<file path="src/rtl/program_loader.sv">
// program_loader: UART (8N1) boot loader that writes a framed image into instruction memory.
// Ports: clk, reset (sync, active-high), rx -> imemWriteEnable/imemAddress/imemWriteData, cpuHold, loadDone, frameError.
`timescale 1ns/1ps
module program_loader #(
    parameter int         CLKS_PER_BIT = 434,
    parameter int         ADDR_WIDTH   = 8,
    parameter logic [7:0] SYNC_BYTE    = 8'hA5
) (
    input  logic                  clk,
    input  logic                  reset,
    input  logic                  rx,
    output logic                  imemWriteEnable,
    output logic [ADDR_WIDTH-1:0] imemAddress,
    output logic [31:0]           imemWriteData,
    output logic                  cpuHold,
    output logic                  loadDone,
    output logic                  frameError
);

    localparam int CW = $clog2(CLKS_PER_BIT);
    localparam logic [CW-1:0] BIT_LAST  = CW'(CLKS_PER_BIT - 1);
    localparam logic [CW-1:0] HALF_LAST = CW'(CLKS_PER_BIT / 2 - 1);

    localparam logic [1:0] RX_IDLE  = 2'd0;
    localparam logic [1:0] RX_START = 2'd1;
    localparam logic [1:0] RX_DATA  = 2'd2;
    localparam logic [1:0] RX_STOP  = 2'd3;

    localparam logic [1:0] WAIT_SYNC = 2'd0;
    localparam logic [1:0] GET_COUNT = 2'd1;
    localparam logic [1:0] GET_DATA  = 2'd2;
    localparam logic [1:0] DONE      = 2'd3;

    logic          rxMeta;
    logic          rxSync;
    logic          rxPrev;
    logic [1:0]    rxState;
    logic [CW-1:0] clkCnt;
    logic [2:0]    bitIdx;
    logic [7:0]    rxByte;

    logic          byteValid;
    logic          stopError;

    logic [1:0]    frameState;
    logic [8:0]    wordCount;
    logic [8:0]    wordIdx;
    logic [1:0]    byteIdx;
    logic [23:0]   wordShift;

    // Stop-bit verdicts are combinational so the write strobe lands
    // exactly one cycle after the final stop-bit sample.
    assign byteValid = (rxState == RX_STOP) && (clkCnt == BIT_LAST) && rxSync;
    assign stopError = (rxState == RX_STOP) && (clkCnt == BIT_LAST) && !rxSync;

    always_ff @(posedge clk) begin
        if (reset) begin
            rxMeta  <= 1'b1;
            rxSync  <= 1'b1;
            rxPrev  <= 1'b1;
            rxState <= RX_IDLE;
            clkCnt  <= '0;
            bitIdx  <= '0;
            rxByte  <= '0;
        end else begin
            rxMeta <= rx;
            rxSync <= rxMeta;
            rxPrev <= rxSync;
            unique case (rxState)
                RX_IDLE: begin
                    clkCnt <= '0;
                    bitIdx <= '0;
                    if (rxPrev && !rxSync) begin
                        rxState <= RX_START;
                    end
                end
                RX_START: begin
                    if (clkCnt == HALF_LAST) begin
                        clkCnt  <= '0;
                        // A line that is high again mid start-bit is a glitch.
                        rxState <= rxSync ? RX_IDLE : RX_DATA;
                    end else begin
                        clkCnt <= clkCnt + 1'b1;
                    end
                end
                RX_DATA: begin
                    if (clkCnt == BIT_LAST) begin
                        clkCnt <= '0;
                        rxByte <= {rxSync, rxByte[7:1]};
                        if (bitIdx == 3'd7) begin
                            rxState <= RX_STOP;
                        end else begin
                            bitIdx <= bitIdx + 1'b1;
                        end
                    end else begin
                        clkCnt <= clkCnt + 1'b1;
                    end
                end
                RX_STOP: begin
                    if (clkCnt == BIT_LAST) begin
                        clkCnt  <= '0;
                        rxState <= RX_IDLE;
                    end else begin
                        clkCnt <= clkCnt + 1'b1;
                    end
                end
                default: rxState <= RX_IDLE;
            endcase
        end
    end

    always_ff @(posedge clk) begin
        if (reset) begin
            frameState      <= WAIT_SYNC;
            wordCount       <= '0;
            wordIdx         <= '0;
            byteIdx         <= '0;
            wordShift       <= '0;
            imemWriteEnable <= 1'b0;
            imemAddress     <= '0;
            imemWriteData   <= '0;
            cpuHold         <= 1'b1;
            loadDone        <= 1'b0;
            frameError      <= 1'b0;
        end else begin
            imemWriteEnable <= 1'b0;
            if (imemWriteEnable) begin
                imemAddress <= imemAddress + 1'b1;
            end
            // State already moved to DONE with the final strobe.
            if (imemWriteEnable && frameState == DONE) begin
                cpuHold  <= 1'b0;
                loadDone <= 1'b1;
            end
            if (frameState != DONE) begin
                if (stopError) begin
                    frameError  <= 1'b1;
                    frameState  <= WAIT_SYNC;
                    imemAddress <= '0;
                    byteIdx     <= '0;
                end else if (byteValid) begin
                    unique case (frameState)
                        WAIT_SYNC: begin
                            if (rxByte == SYNC_BYTE) begin
                                frameState <= GET_COUNT;
                            end
                        end
                        GET_COUNT: begin
                            wordCount   <= (rxByte == 8'd0) ? 9'd256 : {1'b0, rxByte};
                            wordIdx     <= '0;
                            byteIdx     <= '0;
                            imemAddress <= '0;
                            frameState  <= GET_DATA;
                        end
                        GET_DATA: begin
                            wordShift <= {wordShift[15:0], rxByte};
                            byteIdx   <= byteIdx + 1'b1;
                            if (byteIdx == 2'd3) begin
                                imemWriteEnable <= 1'b1;
                                imemWriteData   <= {wordShift, rxByte};
                                wordIdx         <= wordIdx + 1'b1;
                                if (wordIdx + 9'd1 == wordCount) begin
                                    frameState <= DONE;
                                end
                            end
                        end
                        default: frameState <= WAIT_SYNC;
                    endcase
                end
            end
        end
    end

endmodule
</file>
<file path="config.mk">
export PLATFORM = sky130hd
export DESIGN_NAME = program_loader
export DESIGN_NICKNAME = d
export VERILOG_FILES = /design/src/rtl/program_loader.sv
export SDC_FILE = /design/constraint.sdc
export NUM_CORES = 1
export LEC_CHECK = 0
export CAP_MARGIN = 20
export CORE_MARGIN = 1.5
export CORE_UTILIZATION = 55
export DETAILED_ROUTE_END_ITERATION = 8
export PLACE_DENSITY_LB_ADDON = 0.12
export SLEW_MARGIN = 0
export SYNTH_ARGS = -nofsm -noshare
export SYNTH_HDL_FRONTEND = slang
export SYNTH_SLANG_ARGS = --single-unit
export TNS_END_PERCENT = 1
</file>
<file path="constraint.sdc">
create_clock -name clk -period 4.2 [get_ports clk]
set_input_delay 1.26 -clock clk [delete_from_list [all_inputs] [get_ports clk]]
set_output_delay 1.26 -clock clk [all_outputs]
set_load 0.05 [all_outputs]
</file>
Word-level counts from Yosys, hierarchy flattened:

Cells that the tools add are included.

* bits in registers: 115
* bits of input ports: 3

* add/sub/neg operators: 5
* bitwise gates (word level): 4
* multiplexer cells: 31
* eq/ne operators: 23
* reductions and logical operators: 25

Operator list (count)
* $mux W8: 5
* $mux W9: 4
* $pmux W9 S3: 1
* $mux W2: 13
* $reduce_and A5 Y1: 4
* $add A9 B1 Y9 const B: 2
* $pmux W9 S2: 1
* $ne A2 B2 Y1 const B: 7
* $eq A2 B2 Y1 const B: 5
* $eq A9 B8 Y1 const B: 1
* $eq A9 B9 Y1: 1
* $eq A9 B9 Y1 const B: 1
* $ne A3 B3 Y1 const B: 3
* $add A8 B1 Y8 const B: 1
* $eq A8 B8 Y1 const B: 1
* $logic_not A8 Y1: 1
* $pmux W2 S4: 1
* $reduce_and A4 Y1: 2
* $mux W3: 2
* $pmux W2 S3: 1
* $pmux W3 S2: 1
* $reduce_and A3 Y1: 2
* $reduce_bool A2 Y1: 3
* $logic_and A1 B1 Y1: 5
* 14 further kinds: 20

Longest topological paths before layout:

Gate-level depths: netlist of the first run.

* depth in word-level cells: 7
* depth in mapped cells: 10
* mapped depth without buffers: 9

Worst setup path before layout of the first run:

Ideal clock, no wire load.

* kind: input to register
* from: in reset
* to: reg frameState[1]
* arrival: 2104 ps
* setup time: 79 ps
* data required time: 4121 ps
* path slack: 2017 ps
* stages on the path: 5
* cell sequence: clkbuf_1 inv_1 nand2_1 or4_1 o211ai_1

RTL lines
* start, declared: RTL line 10 `input logic reset,`
* end signal, assigned: RTL line 114 `frameState <= WAIT_SYNC;`
* end signal, assigned: RTL line 138 `frameState <= WAIT_SYNC;`
* end signal, assigned: RTL line 145 `frameState <= GET_COUNT;`
* end, declared: RTL line 45 `logic [1:0] frameState;`

Final worst setup path of the first run:

* from: reg imemWriteEnable
* to: out imemWriteEnable

RTL lines
* start, declared: RTL line 12 `output logic imemWriteEnable,`
* start signal, assigned: RTL line 119 `imemWriteEnable <= 1'b0;`
* start signal, assigned: RTL line 126 `imemWriteEnable <= 1'b0;`
* start signal, assigned: RTL line 159 `imemWriteEnable <= 1'b1;`

No word-level cell between the ends.

==> results.txt, run 1 <==
WL per Instance: 14.0 um
Sequential Area: 2300 um2
Yosys reg bits: 115
WP depth: 1
Cell Chain, Critical Path: clkdlybuf4s50_1
Main synth FF type: dfxtp_1
reg2reg end: wordIdx[2]
largest net degree at the start of global routing: 58
First-pass DRT Iterations: 4
die area: 9310 um2
leading post-synthesis cells by cell area: dfxtp_1 (48%), nand2_1 (12%), a21oi_1 (8.6%)
initial antenna violation count: 0
R2R setup slack: 1.26 ns
Slew @ Worst Pin: 1.08 ns
multi-input logic area: 2310 um2
CP max-delay cell: clkdlybuf4s50_1
Final WS setup: 1.04 ns
register area share after synthesis: 0.479
Hold Fails Final Rpt: 0
Crit. Startpoint: imemWriteEnable
antenna diode count: 0
GRT Residual Overflow: 0
ANT nets after route: 0
die width: 96.5 um
Core ar.: 8340 um2
Core Rows: 33
initial detailed-routing violation count: 204
Die Ht: 96.5 um
Max H-tree Level: 4
arrival time of the worst setup path: 1.90 ns
crit path max fanout: 8
I/O Buffers: 46
share of cells above drive strength 1: 0.0706
Lkg Pwr: 2.00 nW
Synthesis Warnings: 0
top cell family by delay on the critical path: buffers and inverters
Via Count: 4,078
hold_buf cts: 0
Max Clk Rate: 316 MHz
VDD IR max: 340 uV
fill cell total of the finished layout: 671
Place WS: 1.37 ns
CTS tree: yes
cts repair resizes: 0
Final setup viols: 0
Synth area leader: dfxtp_1
placed cell areas: 5260 um2
post-synthesis async set-or-reset flop share: 0
syn_area_per_cell: 8.15 um2
Worst Setup End Kind: output pin
IO Count: 47
Final TNS setup: 0 ns
DRT Wirelength: 10.4 mm
CTS root buf: clkbuf_8
synthesized area: 4810 um2
global-route wire length before repair: 17.2 mm
nature of the critical path startpoint: flip-flop
most frequent cells in the layout: nand2_1 (150), dfxtp_1 (115), a21oi_1 (83), nor2_1 (48), clkdlybuf4s50_1 (45)
Skew-Pair Late Insertion Delay: 0.52 ns
Post-Route Skew: 0.0120 ns
Rel. slew slack: 0.277
Final nets: 641
placed insts: 710
synth unique cells: 42
Worst R2R Start: clkCnt[0]
Post-synth EDFFs: 0
vias in the first global route: 3,697
Critical Path Max Stage Delay: 0.87 ns
PwrDens: 433 nW/um2
post-synth top area share: 0.479
Synth-to-Final Area Change: 21.5%
CTS Buffer Depth: 2
end of the critical path: imemWriteEnable
commonest non-fill, non-tap cell in the layout: nand2_1
GRT Total Usage: 0.240
vias per cell: 5.50
Hold/Removal Path Class: flip-flop to flip-flop
number of max-cap violations: 0
Setup CP Type: flip-flop to output pin
Mapped Cells: 590
status: complete, no violations
CTS Buf Count: 17
max-slew violation count: 0
R2R depth: 8
routability cong.: 0.829
clk sinks: 115
post-route cell area: 5840 um2
Worst-path clk slew: 0.06 ns
Starting Density: 0.577
Residual DRC: 0
postcts setup bufs: 0
unrepaired setup endpoints after global routing: no
required time of the critical path: 2.94 ns
CP bufs+invs: 1
Synthesized Nets: 607
non-filler cells, final: 742
fin crit share: 0.753
hpwl dp: 6.66 mm
Period minus WS final: 3.16 ns
## metal layers
layer,GRT usage,part of all wire,vias to the layer above
met5,0,0,-
met4,0.0761,0.0086,0
met3,0.0704,0.039,7
met2,0.378,0.47,81
met1,0.317,0.48,1939
li1,-,-,2051
## where the power goes
group,total [mW],internal (mW),switching (mW),leakage [nW]
sequential,1.10,1.09,0.00256,0.926
clock,1.41,0.859,0.548,0.282
combinational,0.0247,0.00521,0.0195,0.792
total,2.53,1.96,0.570,2.00
## flip-flops by register name (all words and copies together), names as in the netlist, named ones only
signal	count
rxState	1
loadDone	1
rxPrev	1
imemAddress	8
byteIdx	2
bitIdx	3
wordIdx	9
clkCnt	9
wordShift	24
imemWriteData	32
rxMeta	1
frameError	1
imemWriteEnable	1
frameState	2
rxSync	1
wordCount	9
cpuHold	1
rxByte	8
## cell usage after synthesis (2+ instances only)
library cell	count
nand2_1	150
dfxtp_1	115
a21oi_1	83
nor2_1	48
clkbuf_1	24
nand3_1	18
xor2_1	15
ha_1	14
mux2i_1	11
nand4_1	11
nor3_1	11
o21ai_0	11
inv_1	10
xnor2_1	9
and3_1	8
nand2b_1	6
buf_2	5
o211ai_1	5
or2_2	4
and2_1	3
buf_6	3
or3_1	3
or4_1	3
nor3b_1	2
## through the flow
| step | power (mW) | utilization | hold WS [ns] |
|---|---|---|---|
| 2_1_floorplan | 1.14 | - | 0.389 |
| 4_1_cts | 2.54 | 0.700 | 0.412 |
| 6_report | 2.53 | 0.700 | 0.406 |
| 3_3_place_gp | 1.14 | 0.630 | 0.392 |
| 5_1_grt | 2.60 | 0.700 | 0.437 |
| 3_5_place_dp | 1.14 | 0.630 | 0.394 |
## final cells by class
class,count,share of cell area
sequential,115,0.394
clock buffer,17,0.0709
inverter,10,0.00643
tap,105,0.0225
multi-input combinational,431,0.395
clock inverter,15,0.0291
timing repair buffer,49,0.0818
## how the worst min path moves through the flow
stage,startpoint,endpoint,slack (ns),cells after the start
floorplan,rxMeta,rxSync,0.39,1
global placement,rxMeta,rxSync,0.39,1
detailed placement,rxMeta,rxSync,0.39,1
CTS,rxMeta,rxSync,0.41,1
global route,rxMeta,rxSync,0.44,1
finish,rxMeta,rxSync,0.41,1
## cells by family after synthesis
family,count (synthesis),share of synthesized area
flops,115,0.479
xor+xnor,24,0.0437
fa+ha+maj,14,0.0364
compound gates,105,0.115
simple gates,276,0.259
buf+inv,44,0.0414
mux,12,0.0252
Power figures use the tool's default switching activity.
==> run 2, diff against run 1 <==
- CORE_UTILIZATION: 55 -> 51
- clock period: 4.2 -> 2.8 ns (I/O delays scaled with it)
==> run 2 against run 1 <==
Worst hold slack improved by 0.0054 ns; register-to-register slack got worse by 0.81 ns; sequential cell count unchanged; global-route usage down 1.8 points; critical path depth stayed put; die area up 7.6%; worst setup slack worse by 0.93 ns; critical endpoint unchanged; largest power group unchanged.
==> results.txt, run 2 (synthesized netlist as in run 1, its figures left out) <==
Most flops, register: imemWriteData (unchanged)
R2R setup slack: 0.45 ns (was 1.26 ns)
vias in the first global route: 3,907 (was 3,697)
unrepaired setup endpoints after global routing: no (unchanged)
CTS Buf Count: 17 (unchanged)
Core ar.: 9200 um2 (was 8340 um2)
CTS tree: yes (unchanged)
Hold Fails Final Rpt: 0 (unchanged)
die width: 100 um (was 96.5 um)
Max Clk Rate: 372 MHz
WL per Instance: 13.5 um (was 14.0 um)
post-route cell area: 5900 um2 (was 5840 um2)
Final setup viols: 0 (unchanged)
Core Rows: 35 (was 33)
required time of the critical path: 1.96 ns (was 2.94 ns)
GRT Residual Overflow: 0 (unchanged)
Worst Setup End Kind: output pin (unchanged)
Gate power share: 0.010 (about the same)
CTS root buf: clkbuf_8 (unchanged)
global-route wire length before repair: 18.0 mm (was 17.2 mm)
CP max-delay cell: clkdlybuf4s50_1 (unchanged)
CTS Buffer Depth: 2 (unchanged)
vias per cell: 5.37 (was 5.50)
clock share of power: 0.561 (was 0.557)
cts repair resizes: 0 (unchanged)
Critical Path Max Stage Delay: 0.86 ns (was 0.87 ns)
initial detailed-routing violation count: 124 (was 204)
clk sinks: 115 (unchanged)
Final nets: 646 (was 641)
top cell family by delay on the critical path: buffers and inverters (unchanged)
Rel. slew slack: 0.483 (was 0.277)
Starting Density: 0.523 (was 0.577)
Period minus WS final: 2.69 ns
max reg flops: 32 (unchanged)
VDD IR max: 503 uV (was 340 uV)
antenna diode count: 0 (unchanged)
postcts setup bufs: 0 (unchanged)
nature of the critical path startpoint: flip-flop (unchanged)
I/O Buffers: 46 (unchanged)
Setup CP Type: flip-flop to output pin (unchanged)
IO Count: 47 (unchanged)
initial antenna violation count: 0 (unchanged)
Die Ht: 100 um (was 96.5 um)
routability cong.: 0.810 (was 0.829)
largest net degree at the start of global routing: 57 (was 58)
share of cells above drive strength 1: 0.0763 (was 0.0706)
die area: 10,000 um2 (was 9310 um2)
Lkg Pwr: 2.02 nW (was 2.00 nW)
Final TNS setup: 0 ns (unchanged)
most frequent cells in the layout: nand2_1 (150), dfxtp_1 (115), a21oi_1 (83), nor2_1 (48), clkdlybuf4s50_1 (45) (unchanged)
Synth-to-Final Area Change: 22.7% (was 21.5%)
Post-Route Skew: 0.00705 ns (was 0.0120 ns)
placed cell areas: 5300 um2 (was 5260 um2)
cell-internal power: 3.05 mW (was 1.96 mW)
Switching Power: 0.783 mW (was 0.570 mW)
ANT nets after route: 0 (unchanged)
hold_buf cts: 0 (unchanged)
arrival time of the worst setup path: 1.85 ns (was 1.90 ns)
crit path max fanout: 8 (unchanged)
Hold/Removal Path Class: flip-flop to flip-flop (unchanged)
Via Count: 4,047 (was 4,078)
max-slew violation count: 0 (unchanged)
sequential power share: 0.429 (was 0.433)
hpwl dp: 6.75 mm (was 6.66 mm)
Residual DRC: 0 (unchanged)
PwrDens: 649 nW/um2 (was 433 nW/um2)
top flop regs: imemWriteData x32, wordShift x24 (unchanged)
Max H-tree Level: 4 (unchanged)
sw frac: 0.204 (was 0.226)
fin crit share: 0.960
Finished Core Util: 0.642 (was 0.700)
Place WS: 0.466 ns (was 1.37 ns)
Worst-path clk slew: 0.06 ns (about the same)
commonest non-fill, non-tap cell in the layout: nand2_1 (unchanged)
Slew @ Worst Pin: 0.774 ns (was 1.08 ns)
Cell Chain, Critical Path: clkdlybuf4s50_1 (unchanged)
number of max-cap violations: 0 (unchanged)
status: complete, no violations (unchanged)
DRT Wirelength: 10.1 mm (was 10.4 mm)
CP bufs+invs: 1 (unchanged)
Skew-Pair Late Insertion Delay: 0.51 ns (was 0.52 ns)
First-pass DRT Iterations: 4 (unchanged)
GRT Total Usage: 0.223 (was 0.240)
Final WS setup: 0.111 ns (was 1.04 ns)
[run 2: worst paths after layout]
| path | start | endpoint | depth (start not counted) |
|---|---|---|---|
| min reg2reg | rxMeta | rxSync | 1 |
| min | rxMeta | rxSync | 1 |
| max | imemWriteEnable | imemWriteEnable | 1 |
| max reg2reg | clkCnt[0] | imemWriteData[14] | 8 |
[run 2: area by class of cell]
class,count,area (um2)
Timing Repair Buffer,54,515
Multi-Input combinational cell,431,2310
Inverter,10,37.5
Sequential cell,115,2300
Clock buffer,20,445
Clock inverter,12,155
Fill cell,812,3290
Tap cell,111,139
[run 2: metrics by stage]
| step | power (mW) | instances | hold WS [ns] |
|---|---|---|---|
| floorplan | 1.71 | 590 | 0.389 |
| global placement | 1.72 | 721 | 0.393 |
| detailed placement | 1.72 | 721 | 0.398 |
| CTS | 3.86 | 753 | 0.411 |
| global route | 3.94 | 753 | 0.425 |
| finish | 3.83 | 753 | 0.411 |
[run 2: routing by layer]
layer | up-vias | global-route usage | routed length, um | part of all wire
met5 | - | 0 | 0 | 0
li1 | 2061 | - | - | -
met2 | 73 | 0.363 | 4660 | 0.46
met4 | 0 | 0.0618 | 142 | 0.014
met3 | 14 | 0.0585 | 355 | 0.035
met1 | 1899 | 0.293 | 4990 | 0.49
[run 2: power groups by stage]
stage	Combinational (mW)	Clock, mW	Sequential [mW]
after floorplan	0.0305	0	1.68
after global placement	0.0372	0	1.68
after detailed placement	0.0384	0	1.68
after CTS	0.0385	2.18	1.64
after global routing	0.0428	2.26	1.64
final	0.0379	2.15	1.64
